**src/rtl/studio2_pkg.sv**
```systemverilog
// Shared types and scan-code tables for the Studio II keypad front end.
package studio2_pkg;

    typedef logic [3:0] key_num_t;

    typedef enum logic {HOLD_IDLE, HOLD_ACTIVE} hold_state_t;

    localparam int unsigned NUM_KEYS = 10;

    // Main-row digits 0..9 for keypad 1, numpad digits 0..9 for keypad 2
    localparam logic [7:0] KP1_CODES [NUM_KEYS] = '{
        8'h45, 8'h16, 8'h1E, 8'h26, 8'h25, 8'h2E, 8'h36, 8'h3D, 8'h3E, 8'h46
    };
    localparam logic [7:0] KP2_CODES [NUM_KEYS] = '{
        8'h70, 8'h69, 8'h72, 8'h7A, 8'h6B, 8'h73, 8'h74, 8'h6C, 8'h75, 8'h7D
    };

endpackage

```
**src/rtl/studio2_key_hold.sv**
```systemverilog
// Per-pad key vector with release hold-off; all pending releases expire together.
module studio2_key_hold
    import studio2_pkg::*;
#(
    parameter int unsigned HOLD_CYCLES = 500000
) (
    input  logic                clock,
    input  logic                resetq,
    input  logic                key_make,
    input  logic                key_break,
    input  key_num_t            key,
    output logic [NUM_KEYS-1:0] keys
);

    localparam int unsigned CW = (HOLD_CYCLES > 0) ? $clog2(HOLD_CYCLES + 1) : 1;
    localparam logic [CW-1:0] CNT_LOAD = (HOLD_CYCLES > 0) ? CW'(HOLD_CYCLES - 1) : '0;

    hold_state_t          state, state_n;
    logic [NUM_KEYS-1:0]  pending, pending_n;
    logic [NUM_KEYS-1:0]  keys_n;
    logic [CW-1:0]        cnt, cnt_n;

    always_ff @(posedge clock or negedge resetq) begin
        if (!resetq) begin
            state   <= HOLD_IDLE;
            pending <= '0;
            keys    <= '0;
            cnt     <= '0;
        end else begin
            state   <= state_n;
            pending <= pending_n;
            keys    <= keys_n;
            cnt     <= cnt_n;
        end
    end

    // Expiry is applied first so a same-cycle make of the same key restores it
    always_comb begin
        state_n   = state;
        pending_n = pending;
        keys_n    = keys;
        cnt_n     = cnt;
        if (state == HOLD_ACTIVE) begin
            if (cnt == '0) begin
                keys_n    = keys & ~pending;
                pending_n = '0;
                state_n   = HOLD_IDLE;
            end else begin
                cnt_n = cnt - CW'(1);
            end
        end
        if (key_make) begin
            keys_n[key]    = 1'b1;
            pending_n[key] = 1'b0;
        end else if (key_break && keys[key]) begin
            if (HOLD_CYCLES == 0) begin
                keys_n[key] = 1'b0;
            end else begin
                keys_n[key]    = 1'b1;
                pending_n[key] = 1'b1;
                cnt_n          = CNT_LOAD;
                state_n        = HOLD_ACTIVE;
            end
        end
    end

endmodule

```
**src/rtl/studio2_keypad.sv**
```systemverilog
// PS/2 key events to Studio II keypads; OUT-latched key select drives EF3/EF4.
module studio2_keypad
    import studio2_pkg::*;
#(
    parameter int unsigned HOLD_CYCLES = 500000,
    parameter logic [2:0]  KEYSEL_PORT = 3'd2
) (
    input  logic        clock,
    input  logic        resetq,
    input  logic [10:0] ps2_key,
    input  logic        io_out,
    input  logic [2:0]  io_n,
    input  logic [7:0]  io_dout,
    output logic        ef3,
    output logic        ef4,
    output logic [3:0]  key_sel,
    output logic [9:0]  kp1_keys,
    output logic [9:0]  kp2_keys
);

    logic     toggle_q;
    logic     key_event;
    logic     hit1, hit2;
    key_num_t idx1, idx2;
    logic     unused_dout_hi;

    assign unused_dout_hi = &{1'b0, io_dout[7:4]};
    assign key_event = (ps2_key[10] != toggle_q) && !ps2_key[8];

    always_comb begin
        hit1 = 1'b0;
        hit2 = 1'b0;
        idx1 = '0;
        idx2 = '0;
        for (int unsigned i = 0; i < NUM_KEYS; i++) begin
            if (ps2_key[7:0] == KP1_CODES[i]) begin
                hit1 = 1'b1;
                idx1 = key_num_t'(i);
            end
            if (ps2_key[7:0] == KP2_CODES[i]) begin
                hit2 = 1'b1;
                idx2 = key_num_t'(i);
            end
        end
    end

    studio2_key_hold #(.HOLD_CYCLES(HOLD_CYCLES)) u_kp1 (
        .clock     (clock),
        .resetq    (resetq),
        .key_make  (key_event && hit1 && ps2_key[9]),
        .key_break (key_event && hit1 && !ps2_key[9]),
        .key       (idx1),
        .keys      (kp1_keys)
    );

    studio2_key_hold #(.HOLD_CYCLES(HOLD_CYCLES)) u_kp2 (
        .clock     (clock),
        .resetq    (resetq),
        .key_make  (key_event && hit2 && ps2_key[9]),
        .key_break (key_event && hit2 && !ps2_key[9]),
        .key       (idx2),
        .keys      (kp2_keys)
    );

    // Zero-extended so key_sel 10..15 reads as "no key"
    logic [15:0] kp1_ext, kp2_ext;
    assign kp1_ext = {6'b0, kp1_keys};
    assign kp2_ext = {6'b0, kp2_keys};

    always_ff @(posedge clock or negedge resetq) begin
        if (!resetq) begin
            toggle_q <= 1'b0;
            key_sel  <= '0;
            ef3      <= 1'b0;
            ef4      <= 1'b0;
        end else begin
            toggle_q <= ps2_key[10];
            if (io_out && io_n == KEYSEL_PORT)
                key_sel <= io_dout[3:0];
            ef3 <= kp1_ext[key_sel];
            ef4 <= kp2_ext[key_sel];
        end
    end

endmodule
```
**config.mk**
```make
export PLATFORM = sky130hd
export DESIGN_NAME = studio2_keypad
export DESIGN_NICKNAME = d
export VERILOG_FILES = /design/src/rtl/studio2_pkg.sv /design/src/rtl/studio2_key_hold.sv /design/src/rtl/studio2_keypad.sv
export SDC_FILE = /design/constraint.sdc
export NUM_CORES = 1
export LEC_CHECK = 0
export BUFFER_PORTS_ARGS = -buffer_cell sky130_fd_sc_hd__clkbuf_2
export CAP_MARGIN = 20
export CELL_PAD_IN_SITES_DETAIL_PLACEMENT = 1
export CELL_PAD_IN_SITES_GLOBAL_PLACEMENT = 1
export CORE_ASPECT_RATIO = 2
export CORE_MARGIN = 2
export CORE_UTILIZATION = 49
export CTS_CLUSTER_DIAMETER = 50
export DETAILED_ROUTE_END_ITERATION = 12
export HOLD_SLACK_MARGIN = 0.08
export PLACE_DENSITY_LB_ADDON = 0.1
export SLEW_MARGIN = 10
export SYNTH_ARGS = -nofsm -noshare
export SYNTH_HDL_FRONTEND = slang
export SYNTH_SLANG_ARGS = --single-unit
```
**constraint.sdc**
```tcl
create_clock -name clock -period 4 [get_ports clock]
set_clock_uncertainty 0.15 [all_clocks]
set_input_delay 0.4 -clock clock [delete_from_list [all_inputs] [get_ports clock]]
set_output_delay 0.4 -clock clock [all_outputs]
set_load 0.01 [all_outputs]
```
Word-level counts from Yosys, hierarchy flattened
Cells that the tools add are included.
{"block": "totals", "reg_bits": 87, "input_bits": 25, "output_inout_bits": 26, "elab_cells": 151}
{"block": "classes", "add_sub_neg": 2, "order_cmp": 5, "eq_ne": 22, "mux": 82, "n_bitwise": 12, "n_reduce_logical": 16}
{"operator": "$mux W10", "n": 16}
{"operator": "$mux W19", "n": 8}
{"operator": "$eq A8 B7 Y1 const B", "n": 12}
{"operator": "$mux W4", "n": 16}
{"operator": "$eq A8 B6 Y1 const B", "n": 6}
{"operator": "$and A10 B10 Y10", "n": 4}
{"operator": "$not A10 Y10", "n": 4}
{"operator": "$or A10 B10 Y10", "n": 4}
{"operator": "$logic_not A19 Y1", "n": 2}
{"operator": "$sub A19 B1 Y19 const B", "n": 2}
{"operator": "$mux W1", "n": 36}
{"operator": "$bmux W1 S4", "n": 4}
{"operator": "$eq A8 B5 Y1 const B", "n": 2}
{"operator": "$lt A4 B5 Y1 const B", "n": 3}
{"operator": "$logic_and A1 B1 Y1", "n": 12}
{"operator": "$demux W1 S4", "n": 2}
{"operator": "$ge A4 B1 Y1 const B", "n": 2}
{"operator": "$eq A3 B2 Y1 const B", "n": 1}
{"operator": "$logic_not A1 Y1", "n": 2}
{"operator": "$ne A1 B1 Y1", "n": 1}

Longest topological paths before layout
{"block": "depth", "word_depth": 17, "depth_mapped": 11, "depth_no_buf": 8}

Modules after synthesis
Synthesis repeated with hierarchy kept, for this count alone.
{"block": "unflattened", "hier_cells": 515, "hier_area_um2": 5042.3}
{"module": "studio2_key_hold (u_kp2)", "instances": 1, "cells_each": 211, "area_each_um2": 2130.8, "seq_area_each_um2": 1001.0}
{"module": "studio2_key_hold (u_kp1)", "instances": 1, "cells_each": 209, "area_each_um2": 2088.3, "seq_area_each_um2": 1001.0}
{"module": "studio2_keypad", "instances": 1, "cells_each": 95, "area_each_um2": 823.3, "seq_area_each_um2": 175.2}

Worst setup path after synthesis
OpenSTA, ideal clock, no wires.
{"block": "synth_timing", "kind": "input to register", "start": "input ps2_key[6]", "end": "register u_kp1.keys[0]", "setup_time_ps": 138, "t_arrival_ps": 2442, "required_time_ps": 3712, "setup_slack_ps": 1270, "stages": 8, "path_buffers": 1, "cell_sequence": "buf_2 nor4b_1 a22oi_1 and2_1 a2111oi_2 o21ai_0 a31oi_2 o21ai_0"}
{"block": "synth_via", "elab_chain_cells": 17, "word_cells_on_any_way": 43, "classes_between": "2 x order compare; 10 x eq/ne; 25 x mux; 1 x bitwise; 5 x reduce/logical"}
{"element": "start: declaration", "line_no": "studio2_keypad.sv:10", "rtl": "input logic [10:0] ps2_key,"}
{"element": "$eq A8 B5 Y1", "line_no": "studio2_keypad.sv:36", "rtl": "if (ps2_key[7:0] == KP1_CODES[i]) begin"}
{"element": "$mux W1", "line_no": "studio2_keypad.sv:36"}
{"element": "$mux W4 (8 in a row)", "line_no": "studio2_keypad.sv:36"}
{"element": "$lt A4 B5 Y1 (implied by the code) or $ge A4 B1 Y1 (tied branches)", "line_no": "studio2_key_hold.sv:53, studio2_key_hold.sv:59"}
{"element": "$logic_and A1 B1 Y1 (implied by the code)", "line_no": "studio2_key_hold.sv:53, studio2_key_hold.sv:59"}
{"element": "$mux W1 (implied by the code)", "line_no": "studio2_key_hold.sv:53, studio2_key_hold.sv:59"}
{"element": "$demux W1 S4"}
{"element": "$or A10 B10 Y10 (no source line)"}
{"element": "$mux W10", "line_no": "studio2_key_hold.sv:55", "rtl": "end else if (key_break && keys[key]) begin"}
{"element": "$mux W10 *", "line_no": "studio2_key_hold.sv:52", "rtl": "if (key_make) begin"}
{"element": "net u_kp1.keys_n[0]", "line_no": "studio2_key_hold.sv:20", "rtl": "logic [NUM_KEYS-1:0] keys_n;"}
{"element": "end signal: assignment", "line_no": "studio2_key_hold.sv:32", "rtl": "keys <= keys_n;"}
{"element": "end: declaration", "line_no": "studio2_key_hold.sv:12", "rtl": "output logic [NUM_KEYS-1:0] keys"}
The timed path passes the listed nets; every way through them passes the cells marked *. The select of a mux whose other input is x is not followed.
A chain may end at the register's enable or synchronous reset.

Worst setup path in the final report
{"block": "layout_timing", "start": "input ps2_key[10]", "end": "register u_kp2.cnt[11]"}
{"block": "layout_via", "elab_chain_cells": 7, "word_cells_on_any_way": 8, "classes_between": "1 x eq/ne; 2 x mux; 5 x reduce/logical"}
{"element": "$ne A1 B1 Y1 *", "line_no": "studio2_keypad.sv:28", "rtl": "assign key_event = (ps2_key[10] != toggle_q) && !ps2_key[8];"}
{"element": "$logic_and A1 B1 Y1 *", "line_no": "studio2_keypad.sv:28"}
{"element": "$logic_and A1 B1 Y1 *", "line_no": "studio2_keypad.sv:59, studio2_keypad.sv:60"}
{"element": "$logic_and A1 B1 Y1", "line_no": "studio2_keypad.sv:60", "rtl": ".key_break (key_event && hit2 && !ps2_key[9]),"}
{"element": "$logic_and A1 B1 Y1", "line_no": "studio2_key_hold.sv:55"}
{"element": "$mux W19", "line_no": "studio2_key_hold.sv:55"}
{"element": "$mux W19 *", "line_no": "studio2_key_hold.sv:52"}
{"element": "net u_kp2.cnt_n[11]", "line_no": "studio2_key_hold.sv:21", "rtl": "logic [CW-1:0] cnt, cnt_n;"}
{"element": "end signal: assignment", "line_no": "studio2_key_hold.sv:33", "rtl": "cnt <= cnt_n;"}
{"element": "end: declaration", "line_no": "studio2_key_hold.sv:21"}
The timed path passes the listed nets; every way through them passes the cells marked *.

==> results by group <==
Synth
  • Synth async-reset ratio: 1.00
  • Area leader, netlist: dfrtp_1
  • Top FF cell, synth: dfrtp_1
  • Post-synth EDFFs: 0
  • Register area share after synthesis: 0.431
  • Synthesized area per cell: 9.25 um^2
  • Most frequent cells after synthesis: 92 x nand2_1, 87 x dfrtp_1, 42 x nor2_1, 23 x o21ai_0, 22 x o211ai_1
  • Synth top area share: 0.431
  • Synthesized area: roughly 5100 um^2
  • Synth cell types: a little over 70
  • Top-count cell post-synth: nand2_1
  • Syn nets: 573
  • Synth area leaders: dfrtp_1 43%, nand2_1 6.8%, o211ai_1 3.3%, nor2_1 3.1%, xor2_1 2.6%
  • Yosys reg bits: 87
  • Synth warn: 0
  • Syn Inst Count: approximately 550

Floorplan
  • Die Ht: 148 um
  • Number of I/O pins: 51
  • Core area: ~10000 um^2
  • Die Span X: 75.8 um
  • Num rows: 52
  • Die Area: between 10000 and 15000 um^2
  • Starting Density: 0.501

STA
  • Slew margin rel.: 0.248
  • Fin crit period: 3360 ps
  • Final hold violations: 0
  • Hold slack final: 143 ps
  • Setup TNS: 0 ps
  • Finish-stage setup viols: 0
  • RSZ-0062 raised after global routing: false
  • Slew Viols, Final: 0
  • Final Cycle Share: 0.840
  • Slew @ Worst Pin: about 1100 ps
  • Fmax: 298 MHz

Global route
  • Total track usage: 0.277
  • First-pass GRT wire length: 23900 um
  • Vias in the first global route: about 4800
  • Antenna violations before repair: 0
  • Overflow after GRT: 0
  • Largest net degree at the start of global routing: 63

Power
  • LEAKAGE: 0.00217 uW
  • Power per standard cell area: 437 nW/um^2
  • Peak supply drop: 253 uV

Worst setup path
  • Crit-path cells: dlygate4sd3_1 -> clkbuf_2 -> xnor2_1 -> nor3_1 -> o21ai_0 -> or3_1 -> or3_1 -> nor3_2 -> nor2_1
  • Worst Setup End Kind: flip-flop
  • Crit-path slowest cell: or3_1
  • Reg2Reg Launch Point: u_kp1.cnt[6]
  • Startpoint types: primary input
  • WS Path Type: in -> reg
  • Worst path max stage delay: between 600 and 700 ps
  • R2r endpoint: u_kp1.pending[8]
  • Register-to-Register Path Depth: 8
  • CP bufs+invs: 2
  • CP max FO: 15
  • Reg-to-reg setup timing slack: just under 1000 ps
  • Crit path top cell by count: or3_1
  • CP startpoint: ps2_key[10]
  • Critical path depth in cells: 9
  • Largest delay contributor family on the critical path: simple AND/OR/NAND/NOR gates
  • Data arrival, critical path: 3400 ps
  • WP data required: about 4000 ps
  • Worst setup endpoint: u_kp2.cnt[11]

Layout
  • Filler cell count: 1184
  • # diodes: 0
  • Share of cells above drive strength 1: 0.163
  • Area Growth Syn to Fin: 12.5%
  • Post-layout net count: 611
  • Multi-input logic area: 2720 um^2
  • Reg area: 2180 um^2

Clock tree
  • CTS tree: done
  • CTS Buffer Depth: 2
  • Cts bufs inserted: 9
  • Post-CTS setup buffers: 0
  • Gates resized, CTS repair: 0
  • H-tree depth: 3
  • CTS Root Cell: clkbuf_16
  • Clk pin slew, worst setup/hold paths: 70 ps
  • CTS sink cnt: 87
  • Clk_lat worst skew: 340 ps

Run status
  • Outcome: finished, final reports clean

Min path
  • Min-Delay Path Depth: 2
  • Hold Startpoint: io_dout[0]
  • Worst min path class: in -> reg

Job
  • # Max-Cap Violations: 0

Routing
  • Vias post-DR: around 4400
  • Routed WL: 14500 um
  • Pre-Repair DR Iteration Count: 4
  • Detailed Route Iter0 Violations: about 180
  • Via density: slightly above 6
  • Drt wl/cell: 20.0 um
  • DR DRC count: 0
  • Final ANT Viol Nets: 0

Placement
  • RePlAce Congestion: ~0.9
  • Post-detail-place hpwl: 10500 um
  • IO buf count: 46
where the power goes:
part | switching (uW) | total, uW | internal (uW)
registers | 153 | 1170 | 1010
clock network | 356 | 858 | 502
logic | 249 | 461 | 212
per-layer routing:
metal,global-route usage,vias to the layer above,routed length (um)
met5,0,-,0
met4,0.101,0,337
met3,0.0395,23,348
met2,0.487,84,8070
met1,0.330,2243,5710
li1,-,2073,-
kinds of logic after synthesis:
logic type / share of synthesized area
mux: 0.0389
fa+ha+maj: 0.00495
flops: 0.431
xor+xnor: 0.0503
compound gates: 0.176
buf+inv: 0.0310
simple gates: 0.268
cell usage in the layout, fill, tap and decap left out, drive strengths merged, types with 5 or more instances in the layout:
master / instances
nand3: 20
o21a: 5
or3: 9
clkbuf: 56
dfrtp: 87
o31ai: 12
o211ai: 22
nor3: 17
inv: 9
mux2: 5
mux2i: 5
nand2: 92
nor2b: 9
xnor2: 14
a31oi: 5
nor4: 10
nor2: 42
xor2: 15
or4: 6
nand3b: 7
buf: 6
o21ai: 33
o41ai: 8
a21oi: 12
state kept, by name, indices dropped and copies added, names as in the netlist:
name,cells
ef3,1
u_kp2.cnt,19
key_sel,4
u_kp2.keys,10
ef4,1
toggle_q,1
u_kp2.pending,10
u_kp1.state,1
u_kp1.keys,10
u_kp2.state,1
u_kp1.pending,10
u_kp1.cnt,19
metrics by stage:
step	power [uW]	cells	cell area [um^2]	setup WS, ps	utilization
floorplan	1470	546	5050	1270	-
finish	2480	724	5680	642	0.564
detailed placement	1640	706	5360	522	0.532
CTS	2500	724	5680	685	0.564
global route	2610	724	5680	511	0.564
global placement	1590	706	5360	666	0.532
area by class of cell:
type	count	area share
inverter	8	0.00528
sequential	87	0.383
tap	135	0.0297
multi-input combinational	425	0.478
timing repair buffer	53	0.0511
clock inverter	5	0.00991
clock buffer	11	0.0427
worst min-delay path by stage:
stage | endpoint | slack (ps)
6_report | key_sel[0] | 140
5_1_grt | key_sel[0] | 130
4_1_cts | key_sel[3] | 140
3_5_place_dp | u_kp1.cnt[18] | 330
3_3_place_gp | u_kp1.cnt[18] | 320
2_1_floorplan | ef3 | -50
what timing repair did:
action | CTS | global route
hold buffers | 2 | 0
endpoints found under the hold margin | 62 | 0
setup endpoints to repair | 0 | 0
Power figures use the tool's default switching activity.
